$ cat src/rtl/resilient_stage_ctrl_pkg.sv
// Shared types and width helpers for the error-resilient stage controller.
package resilient_pkg;

   typedef enum logic [2:0] {
      ST_IDLE    = 3'd0,
      ST_WAIT    = 3'd1,
      ST_SAMPLE  = 3'd2,
      ST_RECOVER = 3'd3,
      ST_OUT     = 3'd4
   } state_e;

   // Bits needed to hold values 0..max_val, never less than one.
   function automatic int unsigned ctr_w(input int unsigned max_val);
      return (max_val < 32'd2) ? 32'd1 : $clog2(max_val + 32'd1);
   endfunction

endpackage

$ cat src/rtl/resilient_stage_ctrl_err_window_monitor.sv
// Sliding-window error-rate monitor: counts sampled tokens and errored samples
// per window and decides slow_mode at the end of each window.
module err_window_monitor
   import resilient_pkg::*;
#(
   parameter int unsigned WIN_LEN    = 16,
   parameter int unsigned ERR_THRESH = 3
) (
   input  logic clk,
   input  logic rst,
   input  logic sample_evt,
   input  logic err_evt,
   output logic slow_mode
);

   localparam int unsigned      TOK_W    = ctr_w(WIN_LEN - 32'd1);
   localparam int unsigned      ERR_W    = ctr_w(WIN_LEN);
   localparam logic [TOK_W-1:0] TOK_LAST = TOK_W'(WIN_LEN - 32'd1);
   localparam logic [TOK_W-1:0] TOK_ONE  = TOK_W'(32'd1);
   localparam logic [ERR_W-1:0] THRESH   = ERR_W'(ERR_THRESH);

   logic [TOK_W-1:0] tok_q, tok_d;
   logic [ERR_W-1:0] errs_q, errs_d, errs_sum_s;
   logic             slow_q, slow_d;

   // The closing token's own error is folded in before the threshold compare.
   always_comb begin
      errs_sum_s = errs_q + ERR_W'(err_evt);
      tok_d      = tok_q;
      errs_d     = errs_q;
      slow_d     = slow_q;
      if (sample_evt) begin
         if (tok_q == TOK_LAST) begin
            tok_d  = {TOK_W{1'b0}};
            errs_d = {ERR_W{1'b0}};
            if (errs_sum_s >= THRESH) begin
               slow_d = 1'b1;
            end else if (errs_sum_s == {ERR_W{1'b0}}) begin
               slow_d = 1'b0;
            end else begin
               slow_d = slow_q;
            end
         end else begin
            tok_d  = tok_q + TOK_ONE;
            errs_d = errs_sum_s;
         end
      end else begin
         tok_d  = tok_q;
         errs_d = errs_q;
      end
   end

   always_ff @(posedge clk) begin
      if (rst) begin
         tok_q  <= {TOK_W{1'b0}};
         errs_q <= {ERR_W{1'b0}};
         slow_q <= 1'b0;
      end else begin
         tok_q  <= tok_d;
         errs_q <= errs_d;
         slow_q <= slow_d;
      end
   end

   assign slow_mode = slow_q;

endmodule

$ cat src/rtl/resilient_stage_ctrl.sv
// Controller for one error-resilient pipeline stage: captures a token, pulses
// the error-detecting latches, inserts recovery on error, then releases it.
module resilient_stage_ctrl
   import resilient_pkg::*;
#(
   parameter int unsigned DATA_W     = 32,
   parameter int unsigned ERR_LANES  = 2,
   parameter int unsigned EDL_WAIT   = 1,
   parameter int unsigned SLOW_EXTRA = 2,
   parameter int unsigned RECOV_CYC  = 2,
   parameter int unsigned WIN_LEN    = 16,
   parameter int unsigned ERR_THRESH = 3,
   parameter int unsigned CNT_W      = 8
) (
   input  logic                 clk,
   input  logic                 rst,
   input  logic                 in_valid,
   output logic                 in_ready,
   input  logic [DATA_W-1:0]    in_data,
   output logic                 out_valid,
   input  logic                 out_ready,
   output logic [DATA_W-1:0]    out_data,
   output logic                 sample,
   input  logic [ERR_LANES-1:0] err,
   input  logic                 clr_stats,
   output logic [CNT_W-1:0]     err_cnt,
   output logic [ERR_LANES-1:0] err_sticky,
   output logic                 slow_mode
);

   localparam int unsigned      WAIT_MAX = EDL_WAIT + SLOW_EXTRA;
   localparam int unsigned      TMR_MAX  = (WAIT_MAX > RECOV_CYC) ? WAIT_MAX : RECOV_CYC;
   localparam int unsigned      TMR_W    = ctr_w(TMR_MAX);
   localparam logic [TMR_W-1:0] TMR_ZERO = {TMR_W{1'b0}};
   localparam logic [TMR_W-1:0] TMR_ONE  = TMR_W'(32'd1);
   localparam logic [TMR_W-1:0] LD_NORM  = TMR_W'(EDL_WAIT);
   localparam logic [TMR_W-1:0] LD_SLOW  = TMR_W'(WAIT_MAX);
   localparam logic [TMR_W-1:0] LD_RECOV = TMR_W'(RECOV_CYC - 32'd1);
   localparam logic [CNT_W-1:0] CNT_MAX  = {CNT_W{1'b1}};
   localparam logic [CNT_W-1:0] CNT_ONE  = CNT_W'(32'd1);

   state_e                 state_q, state_d;
   logic [TMR_W-1:0]       tmr_q, tmr_d;
   logic [DATA_W-1:0]      data_q, data_d;
   logic                   sample_q, sample_d;
   logic                   out_valid_q, out_valid_d;
   logic                   idle_rdy_q, idle_rdy_d;
   logic [CNT_W-1:0]       err_cnt_q, err_cnt_d, cnt_base_s;
   logic [ERR_LANES-1:0]   err_sticky_q, err_sticky_d, sticky_base_s;
   logic                   accept_s, sample_evt_s, err_evt_s, slow_s;
   logic [TMR_W-1:0]       wait_ld_s;

   // idle_rdy_q lags state by one edge so in_ready stays low through reset.
   assign in_ready     = idle_rdy_q | (out_valid_q & out_ready);
   assign accept_s     = in_valid & in_ready;
   assign sample_evt_s = (state_q == ST_SAMPLE);
   assign err_evt_s    = sample_evt_s & (|err);
   assign wait_ld_s    = slow_s ? LD_SLOW : LD_NORM;

   always_comb begin
      state_d = state_q;
      tmr_d   = tmr_q;
      data_d  = data_q;
      case (state_q)
         ST_IDLE: begin
            if (accept_s) begin
               state_d = ST_WAIT;
               tmr_d   = wait_ld_s;
               data_d  = in_data;
            end else begin
               state_d = ST_IDLE;
            end
         end
         ST_WAIT: begin
            if (tmr_q == TMR_ZERO) begin
               state_d = ST_SAMPLE;
            end else begin
               tmr_d = tmr_q - TMR_ONE;
            end
         end
         ST_SAMPLE: begin
            if (|err) begin
               state_d = ST_RECOVER;
               tmr_d   = LD_RECOV;
            end else begin
               state_d = ST_OUT;
            end
         end
         ST_RECOVER: begin
            if (tmr_q == TMR_ZERO) begin
               state_d = ST_OUT;
            end else begin
               tmr_d = tmr_q - TMR_ONE;
            end
         end
         ST_OUT: begin
            if (out_ready) begin
               if (accept_s) begin
                  state_d = ST_WAIT;
                  tmr_d   = wait_ld_s;
                  data_d  = in_data;
               end else begin
                  state_d = ST_IDLE;
               end
            end else begin
               state_d = ST_OUT;
            end
         end
         default: state_d = ST_IDLE;
      endcase
   end

   always_comb begin
      sample_d    = 1'b0;
      out_valid_d = 1'b0;
      idle_rdy_d  = 1'b0;
      case (state_d)
         ST_IDLE:   idle_rdy_d  = 1'b1;
         ST_SAMPLE: sample_d    = 1'b1;
         ST_OUT:    out_valid_d = 1'b1;
         default:   sample_d    = 1'b0;
      endcase
   end

   // A clear in the same cycle as an errored sample is applied before the update.
   always_comb begin
      cnt_base_s    = clr_stats ? {CNT_W{1'b0}} : err_cnt_q;
      sticky_base_s = clr_stats ? {ERR_LANES{1'b0}} : err_sticky_q;
      err_cnt_d     = cnt_base_s;
      err_sticky_d  = sticky_base_s;
      if (err_evt_s) begin
         err_cnt_d    = (cnt_base_s == CNT_MAX) ? cnt_base_s : cnt_base_s + CNT_ONE;
         err_sticky_d = sticky_base_s | err;
      end else begin
         err_cnt_d    = cnt_base_s;
         err_sticky_d = sticky_base_s;
      end
   end

   always_ff @(posedge clk) begin
      if (rst) begin
         state_q      <= ST_IDLE;
         tmr_q        <= TMR_ZERO;
         data_q       <= {DATA_W{1'b0}};
         sample_q     <= 1'b0;
         out_valid_q  <= 1'b0;
         idle_rdy_q   <= 1'b0;
         err_cnt_q    <= {CNT_W{1'b0}};
         err_sticky_q <= {ERR_LANES{1'b0}};
      end else begin
         state_q      <= state_d;
         tmr_q        <= tmr_d;
         data_q       <= data_d;
         sample_q     <= sample_d;
         out_valid_q  <= out_valid_d;
         idle_rdy_q   <= idle_rdy_d;
         err_cnt_q    <= err_cnt_d;
         err_sticky_q <= err_sticky_d;
      end
   end

   err_window_monitor #(
      .WIN_LEN    (WIN_LEN),
      .ERR_THRESH (ERR_THRESH)
   ) u_win (
      .clk        (clk),
      .rst        (rst),
      .sample_evt (sample_evt_s),
      .err_evt    (err_evt_s),
      .slow_mode  (slow_s)
   );

   assign out_valid  = out_valid_q;
   assign out_data   = data_q;
   assign sample     = sample_q;
   assign err_cnt    = err_cnt_q;
   assign err_sticky = err_sticky_q;
   assign slow_mode  = slow_s;

endmodule

$ cat config.mk
export PLATFORM = sky130hd
export DESIGN_NAME = resilient_stage_ctrl
export DESIGN_NICKNAME = d
export VERILOG_FILES = /design/src/rtl/resilient_stage_ctrl_pkg.sv /design/src/rtl/resilient_stage_ctrl_err_window_monitor.sv /design/src/rtl/resilient_stage_ctrl.sv
export SDC_FILE = /design/constraint.sdc
export NUM_CORES = 1
export LEC_CHECK = 0
export ABC_CLOCK_PERIOD_IN_PS = 6620
export CORE_UTILIZATION = 49
export CTS_CLUSTER_DIAMETER = 150
export DETAILED_ROUTE_END_ITERATION = 16
export GPL_ROUTABILITY_DRIVEN = 0
export PLACE_DENSITY = 0.86
export SYNTH_ARGS = -nofsm -noshare
export SYNTH_HDL_FRONTEND = slang
export SYNTH_SLANG_ARGS = --single-unit
$ cat constraint.sdc
create_clock -name clk -period 6.62 [get_ports clk]
set_clock_uncertainty 0.2 [all_clocks]
set_input_delay 1.324 -clock clk [delete_from_list [all_inputs] [get_ports clk]]
set_output_delay 1.324 -clock clk [all_outputs]
set_load 0.01 [all_outputs]
==> flow_summary_export.csv, run 1 <==
group,metric,value,unit
floorplan,initial_core_util,0.519,
setup_path,regToRegSetupSlack,3.81,ns
floorplan,coreArea,4850,um2
power,p_comb_frac,0.276,
synthesis,synth_area_leaders,"dfxtp_1 48%, nand2_1 12%, a21oi_1 9.3%",
drt,routed-via-count,2497,
floorplan,die_width,73.7,um
timing,slew_viol_final,0,
synthesis,ys_top_cells_by_count,"78 x nand2_1, 60 x dfxtp_1, 47 x a21oi_1",
power,clkPwrFrac,0.335,
clocking,htreeDepth,3,
floorplan,rows,25,
synthesis,yosysMostFrequentCell,"nand2_1",
clocking,cts_setup_buffers,0,
timing,tns,0,ns
setup_path,critPathLaunchType,"primary input",
synthesis,ys_seq_elements,60,
clocking,clkSlewWorstSetupHoldPaths,0.06,ns
grt,grt_antenna_before_repair,0,
setup_path,worst_path_dominant_cell_family,"buffers and inverters",
timing,fin_crit,4.08,ns
finish,insertedDiodeCount,0,
synthesis,yosys.area.top_type_share,0.477,
clocking,holdBufCountCts,0,
synthesis,ys_types,45,
setup_path,r2r_end,"u_win.slow_mode",
timing,setup_viol,0,
clocking,root_buffer,"clkbuf_8",
drt,remaining_drc_errors,0,
grt,grt_usage,0.253,
timing,timing.final.hold_violations,0,
drt,wl_per_cell,14.1,um
timing,finalCritPeriodShare,0.617,
drt,ant_nets,0,
clocking,cts_tree,"done",
drt,dr.pass1.iters,4,
setup_path,worstPathArrival,2.56,ns
synthesis,synth_top_area_cell,"dfxtp_1",
timing,rsz0062_at_grt,"no",
grt,grt_pass1_vias,2320,
power,p_seq_frac,0.389,
placement,portBuffers,84,
drt,drtIter0Drc,113,
setup_path,path_max_fanout,4,
power,cellLeakagePower,1.29,nW
timing,tightest_slew,1.07,ns
setup_path,reg2regPathDepth,9,
grt,overflow,0,
setup_path,path_class,"primary input to output pin",
timing,fmax,0.245,GHz
synthesis,synth_edf_count,0,
placement,hpwl,4.38,mm
setup_path,timing.rr.start,"state_q[1]",
setup_path,cp_cell_sequence,"clkdlybuf4s50_1 > a21o_1 > clkdlybuf4s50_1",
setup_path,cp_slowest_stage_delay,0.57,ns
clocking,clk_path_buf_depth,2,
synthesis,synth_ff_type,"dfxtp_1",
setup_path,required,5.10,ns
finish,area_growth,43.3,%
setup_path,cp-end-kind,"output pin",
setup_path,crit_cells,3,
power,switching_share,0.300,
power,p_int,0.798,mW
drt,wl_met3,357,um
synthesis,synth.avg_cell_area,8.18,um2
timing,slew_headroom,0.285,
grt,grt_max_degree,57,
finish,stdcell_area,3610,um2
clocking,numCtsBuffers,9,
synthesis,synth-seq-area-share,0.477,
setup_path,crit_buf_inv,2,
clocking,ctsResizeCount,0,
synthesis,synth_area,2520,um2
synthesis,postSynth.asyncResetShare,0,
grt,grt_pass1_wl,10.3,mm
power,p_sw,0.343,mW
run,maxCapViolations,0,
drt,drt-met1-wl,2.81,mm
floorplan,fp.dieH,73.7,um
clocking,clk_latency,0.33,ns
drt,wl,6.50,mm
synthesis,netlist_instances,308,
synthesis,syn_nets,352,
min_path,hp-class,"flop to flop",
drt,wl_met2,3.18,mm
finish,nets,432,
setup_path,crit_end,"in_ready",
setup_path,crit_top_cell,"clkdlybuf4s50_1",
setup_path,critical_path.startpoint,"out_ready",
finish,drive_above_1_share,0.0662,
synthesis,yosysWarnings,0,
floorplan,die_area,5430,um2
drt,dr.max_layer_used,"met4",
outcome,status,"finished, final reports clean",
setup_path,slowest_stage,"clkdlybuf4s50_1",
power,ir_worst_vdd,0.249,mV
drt,vias_per_cell,5.43,
clocking,cts.sinks,60,
power,power_density,316,nW/um2
floorplan,io_pins,85,
placement,dpl-instance-area,3370,um2
-- state kept, by name, summed over array words and instances (netlist names) --
register	count
sample	1
out_data	32
out_valid	1
tmr_q	2
u_win.slow_mode	1
u_win.errs_q	5
err_sticky	2
state_q	3
u_win.tok_q	4
err_cnt	8
idle_rdy_q	1
-- logic make-up (layout without fill, tap and decap cells) --
| group | count (synthesis) | count (layout) | synth area share |
|---|---|---|---|
| multiplexers | 2 | 2 | 0.00844 |
| adder cells (fa/ha/maj) | 5 | 5 | 0.0248 |
| flip-flops | 60 | 60 | 0.477 |
| XOR/XNOR | 2 | 2 | 0.00696 |
| AND/OR/NAND/NOR | 138 | 138 | 0.261 |
| AO/OA/AOI/OAI | 80 | 80 | 0.186 |
| buffers and inverters | 21 | 106 | 0.0358 |
-- worst min-delay path by stage --
stage          slack, ns      startpoint  cells after the start        endpoint
2_1_floorplan       0.25  u_win.tok_q[3]                      2  u_win.tok_q[3]
3_3_place_gp        0.24    out_data[20]                      2    out_data[20]
3_5_place_dp        0.25    out_data[20]                      2    out_data[20]
4_1_cts             0.25     out_data[4]                      2     out_data[4]
5_1_grt             0.27    out_data[15]                      2    out_data[15]
6_report            0.25     out_data[6]                      2     out_data[6]
-- final cells by class --
type / instances / area, um2
Clock inverter: 4 / 70.1
Clock buffer: 12 / 165
Inverter: 5 / 18.8
Tap cell: 67 / 83.8
Fill cell: 352 / 1240
Sequential cell: 60 / 1200
Timing Repair Buffer: 85 / 843
Multi-Input combinational cell: 227 / 1230
-- routing by layer --
layer / up-vias / GRT usage
met4: 0 / 0.143
li1: 1236 / -
met2: 74 / 0.406
met5: - / 0
met3: 18 / 0.0823
met1: 1169 / 0.296
-- stage by stage --
| stage | setup WS (ns) | hold WS [ns] | util | std cells | power [mW] |
|---|---|---|---|---|---|
| 6_report | 2.54 | 0.251 | 0.745 | 460 | 1.14 |
| 3_3_place_gp | 2.57 | 0.240 | 0.696 | 444 | 0.754 |
| 3_5_place_dp | 2.55 | 0.246 | 0.696 | 444 | 0.763 |
| 2_1_floorplan | 3.58 | 0.254 | - | 308 | 0.632 |
| 5_1_grt | 2.50 | 0.273 | 0.745 | 460 | 1.20 |
| 4_1_cts | 2.54 | 0.255 | 0.745 | 460 | 1.14 |
-- worst min-delay path: stages (launching register included) --
cell and delay (ns):
dfxtp_1 0.31, nand2_1 0.05, a21oi_1 0.05
-- power groups by stage --
stage	Clock [mW]	Combinational, mW	Sequential, mW
3_5_place_dp	0	0.312	0.451
5_1_grt	0.407	0.346	0.449
4_1_cts	0.384	0.315	0.444
6_report	0.382	0.314	0.444
3_3_place_gp	0	0.306	0.449
2_1_floorplan	0	0.175	0.457
-- layout by cell type, fill, tap and decap left out, types with 3 or more instances in the layout --
| cell type | n |
|---|---|
| clkdlybuf4s50_1 | 83 |
| nand2_1 | 78 |
| dfxtp_1 | 60 |
| a21oi_1 | 47 |
| nor2_1 | 16 |
| clkbuf_8 | 12 |
| o21ai_0 | 10 |
| nand3_1 | 6 |
| nor2b_1 | 5 |
| nor3_1 | 5 |
| and3_1 | 5 |
| ha_1 | 5 |
| or3_1 | 4 |
| a22oi_1 | 4 |
| inv_1 | 3 |
| nand3b_1 | 3 |
| and4_1 | 3 |
| a211oi_1 | 3 |
Note: power is estimated with default switching activity, not from simulation.
==> run 2: changes to the inputs <==
Settings changed: ABC_CLOCK_PERIOD_IN_PS 6620 to 3600, CORE_UTILIZATION 49 to 41, PLACE_DENSITY 0.86 to 0.77.
Clock period 6.62 ns to 3.6 ns, I/O delays scaled along.
==> run 2 against run 1 <==
Compared with the run above:
- count of clock-buffer cells in the layout is 1 lower
- total power up 80%
- sequential cell count unchanged
- utilization fell by 13 points
- non-clock buffer count up 3
- cell area grew 0.38%
==> flow_summary_export.csv, run 2 (synthesized netlist as in run 1, its figures left out) <==
group,metric,value,unit
clocking,numCtsBuffers,9,
floorplan,fp.dieH,80.4,um
grt,grt_antenna_before_repair,0,
drt,routed-via-count,2435,
clocking,cts_tree,"done",
timing,worst_slack,0.738,ns
grt,grt_pass1_wl,10.2,mm
grt,busiest_layer,"met2",
drt,wl_per_cell,13.4,um
floorplan,io_pins,85,
clocking,ctsResizeCount,0,
grt,met3_usage,0.0443,
drt,dr.pass1.iters,4,
grt,overflow,0,
power,cellLeakagePower,1.30,nW
outcome,status,"finished, final reports clean",
power,ir_worst_vdd,0.356,mV
setup_path,worstPathArrival,1.94,ns
setup_path,slowest_stage,"clkdlybuf4s50_1",
clocking,root_buffer,"clkbuf_8",
setup_path,crit_top_cell,"clkdlybuf4s50_1",
finish,multi_input_area,1230,um2
setup_path,required,2.68,ns
floorplan,die_width,80.4,um
setup_path,cp_slowest_stage_delay,0.57,ns
placement,dpl-instance-area,3410,um2
grt,grt_pass1_vias,2125,
placement,dp.cells,455,
finish,fin_util,0.612,
setup_path,path_class,"primary input to output pin",
drt,drtIter0Drc,160,
placement,hpwl,4.51,mm
finish,largest_register_ffs,32,
finish,insertedDiodeCount,0,
placement,place_ws,0.506,ns
timing,slew_viol_final,0,
power,power_density,568,nW/um2
timing,tightest_slew,0.448,ns
setup_path,critPathLaunchType,"primary input",
clocking,cts.sinks,60,
timing,hold_slack,0.254,ns
finish,stdcell_area,3620,um2
timing,finalCritPeriodShare,0.795,
min_path,hp-class,"flop to flop",
finish,regArea,1200,um2
floorplan,initial_core_util,0.425,
clocking,cts_setup_buffers,0,
run,maxCapViolations,0,
timing,fmax,0.349,GHz
finish,layout_common_cells,"83 x clkdlybuf4s50_1, 78 x nand2_1, 60 x dfxtp_1",
grt,use_met2,0.323,
setup_path,cp-end-kind,"output pin",
setup_path,path_max_fanout,4,
clocking,htreeDepth,3,
finish,nFillCells,545,
drt,wl,6.32,mm
power,total_power,2.06,mW
setup_path,cp_cell_sequence,"clkdlybuf4s50_1 > a21o_1 > clkdlybuf4s50_1",
timing,tns,0,ns
timing,timing.final.hold_violations,0,
drt,vias_per_cell,5.17,
timing,slew_headroom,0.699,
clocking,clkSlewWorstSetupHoldPaths,0.07,ns
timing,rsz0062_at_grt,"no",
finish,final_common_cell,"clkdlybuf4s50_1",
clocking,holdBufCountCts,0,
drt,ant_nets,0,
grt,grt_usage,0.206,
clocking,clk_latency,0.33,ns
finish,area_growth,43.9,%
floorplan,die_area,6460,um2
finish,drive_above_1_share,0.0707,
drt,remaining_drc_errors,0,
clocking,clk_path_buf_depth,2,
timing,setup_viol,0,
floorplan,coreArea,5920,um2
timing,fin_crit,2.86,ns
finish,final_cells,471,
floorplan,rows,28,
finish,nets,435,
placement,portBuffers,84,
grt,met1_usage,0.269,
grt,grt_max_degree,36,
run 2: cell count changes in the layout (fill, tap and decap cells not counted), sizes merged:
cell and delta:
buf +3, clkbuf -1, clkinv +1
run 2: critical path: cells and delay by family:
kind	cells	cell delay, ns
AO/OA/AOI/OAI	1	0.16
buffers and inverters	2	1.05
run 2: cell type report:
cell class	count	share of cell area
multi-input combinational	227	0.339
sequential	60	0.331
timing repair buffer	88	0.239
clock buffer	11	0.0390
tap	75	0.0259
clock inverter	5	0.0207
inverter	5	0.00518
run 2: per-layer routing:
layer  wire (um)  vias to the layer above
met5           0                        -
met4         134                        0
met3         289                       11
met2        3140                       58
met1        2760                     1126
li1            -                     1240
run 2: where the power goes:
group | internal (mW) | switching [mW] | leakage [nW] | total, mW
logic | 0.278 | 0.303 | 0.700 | 0.580
clock network | 0.405 | 0.255 | 0.113 | 0.660
registers | 0.754 | 0.0622 | 0.487 | 0.816
total | 1.44 | 0.620 | 1.30 | 2.06
run 2: final timing paths:
check / from / to / slack [ns] / cells after the start
setup / recovery: out_ready / in_ready / 0.74 / 3
hold / removal: out_data[15] / out_data[15] / 0.25 / 2
setup reg to reg: state_q[1] / u_win.slow_mode / 1.06 / 10
hold reg to reg: out_data[15] / out_data[15] / 0.25 / 2
==> run 3: changes to the inputs <==
Settings changed: ABC_CLOCK_PERIOD_IN_PS 3600 to 2450.
Clock period 3.6 ns to 2.45 ns, I/O delays scaled along.
==> run 3 against run 2 <==
Compared with the run above:
- combinational power up 65%
- non-clock buffer count grew 16
- sequential share of layout area shrank 1.2 points
- critical path depth is the same
- utilization grew 2.2 points
- register-to-register slack got worse by 0.81 ns
- worst setup slack worse by 0.66 ns
- cell count increased by 3.4%
==> flow_summary_export.csv, run 3 (synthesized netlist as in run 1, its figures left out) <==
group,metric,value,unit
outcome,status,"finished, final reports clean",
min_path,whs_path_depth,2,
setup_path,path_max_fanout,3,
timing,finalCritPeriodShare,0.969,
min_path,hp-start,"out_data[4]",
floorplan,io_pins,85,
setup_path,reg2regPathDepth,9,
finish,fin_util,0.634,
grt,grt_antenna_before_repair,0,
finish,insertedDiodeCount,0,
timing,rsz0062_at_grt,"no",
grt,grt_pass1_wl,10.9,mm
floorplan,die_area,6460,um2
timing,setup_viol,0,
drt,ant_nets,0,
setup_path,r2r_end,"u_win.slow_mode",
timing,fmax,0.421,GHz
min_path,hp-class,"flop to flop",
setup_path,required,1.76,ns
setup_path,worst_path_dominant_cell_family,"buffers and inverters",
setup_path,cp_slowest_stage_delay,0.56,ns
placement,dp.cells,471,
timing,tightest_slew,0.381,ns
timing,timing.final.hold_violations,0,
grt,grt_pass1_vias,2436,
setup_path,slowest_stage,"clkdlybuf4s50_1",
power,power_density,817,nW/um2
timing,slew_headroom,0.744,
clocking,holdBufCountCts,0,
placement,hpwl,4.66,mm
timing,tns,0,ns
setup_path,cp_cell_sequence,"clkdlybuf4s50_1 > a21o_1 > clkdlybuf4s50_1",
finish,regArea,1200,um2
floorplan,fp.dieH,80.4,um
grt,grt_usage,0.219,
setup_path,critPathLaunchType,"primary input",
grt,overflow,0,
placement,dpl-instance-area,3550,um2
power,ir_worst_vdd,0.549,mV
finish,final_common_cell,"clkdlybuf4s50_1",
setup_path,path_class,"primary input to output pin",
clocking,cts_setup_buffers,0,
setup_path,worstPathArrival,1.68,ns
run,maxCapViolations,0,
setup_path,crit_top_cell,"clkdlybuf4s50_1",
floorplan,rows,28,
finish,layout_common_cells,"83 x clkdlybuf4s50_1, 78 x nand2_1, 60 x dfxtp_1",
setup_path,regToRegSetupSlack,0.25,ns
drt,dr.pass1.iters,4,
timing,hold_slack,0.254,ns
clocking,numCtsBuffers,9,
drt,wl,6.72,mm
clocking,cts.sinks,60,
drt,vias_per_cell,5.24,
drt,wl_per_cell,13.8,um
min_path,min_to,"out_data[4]",
grt,grt_max_degree,33,
finish,stdcell_area,3750,um2
clocking,root_buffer,"clkbuf_8",
finish,largest_register_ffs,32,
clocking,clk_path_buf_depth,2,
power,total_power,3.07,mW
finish,area_growth,49.1,%
clocking,clk_latency,0.34,ns
timing,worst_slack,0.0761,ns
setup_path,crit_buf_inv,2,
clocking,htreeDepth,3,
setup_path,critical_path.startpoint,"out_ready",
floorplan,coreArea,5920,um2
power,cellLeakagePower,1.38,nW
finish,drive_above_1_share,0.107,
finish,nFillCells,494,
clocking,clkSlewWorstSetupHoldPaths,0.06,ns
drt,drtIter0Drc,91,
placement,portBuffers,84,
drt,routed-via-count,2551,
finish,multi_input_area,1230,um2
clocking,cts_tree,"done",
timing,slew_viol_final,0,
finish,final_cells,487,
floorplan,die_width,80.4,um
placement,place_ws,-0.124,ns
clocking,ctsResizeCount,0,
drt,remaining_drc_errors,0,
setup_path,timing.rr.start,"state_q[1]",
setup_path,cp-end-kind,"output pin",
floorplan,initial_core_util,0.425,
finish,nets,451,
timing,fin_crit,2.37,ns
run 3: area by class of cell:
type,count,area share
clock buffer,12,0.0413
multi-input combinational,227,0.327
clock inverter,4,0.0127
inverter,5,0.00500
timing repair buffer,104,0.269
sequential,60,0.320
tap,75,0.0250
run 3: worst reg2reg max path, delay by kind of cell (launching register included):
kind | cells | cell delay [ns]
AO/OA/AOI/OAI | 5 | 0.71
AND/OR/NAND/NOR | 1 | 0.26
buffers and inverters | 1 | 0.07
flip-flops | 1 | 0.48
adder cells (fa/ha/maj) | 2 | 0.36
run 3: worst max path at each step:
| stage | end | slack (ns) | cells after the start |
|---|---|---|---|
| after floorplan | u_win.slow_mode | 0.18 | 10 |
| after global placement | err_cnt[3] | -0.05 | 6 |
| after detailed placement | u_win.slow_mode | -0.12 | 8 |
| after CTS | in_ready | 0.06 | 3 |
| after global routing | in_ready | 0.04 | 3 |
| final | in_ready | 0.08 | 3 |
run 3: where the power goes:
part / internal, mW / total [mW] / switching (mW)
logic: 0.486 / 0.956 / 0.470
registers: 1.11 / 1.20 / 0.0932
clock network: 0.522 / 0.910 / 0.388
run 3: per-layer routing:
layer  vias to the layer above  wire length [um]  global-route usage
met3                        16               268              0.0432
li1                       1271                 -                   -
met2                        68              3330               0.363
met1                      1196              2950               0.267
met5                         -                 0                   0
met4                         0               174               0.116
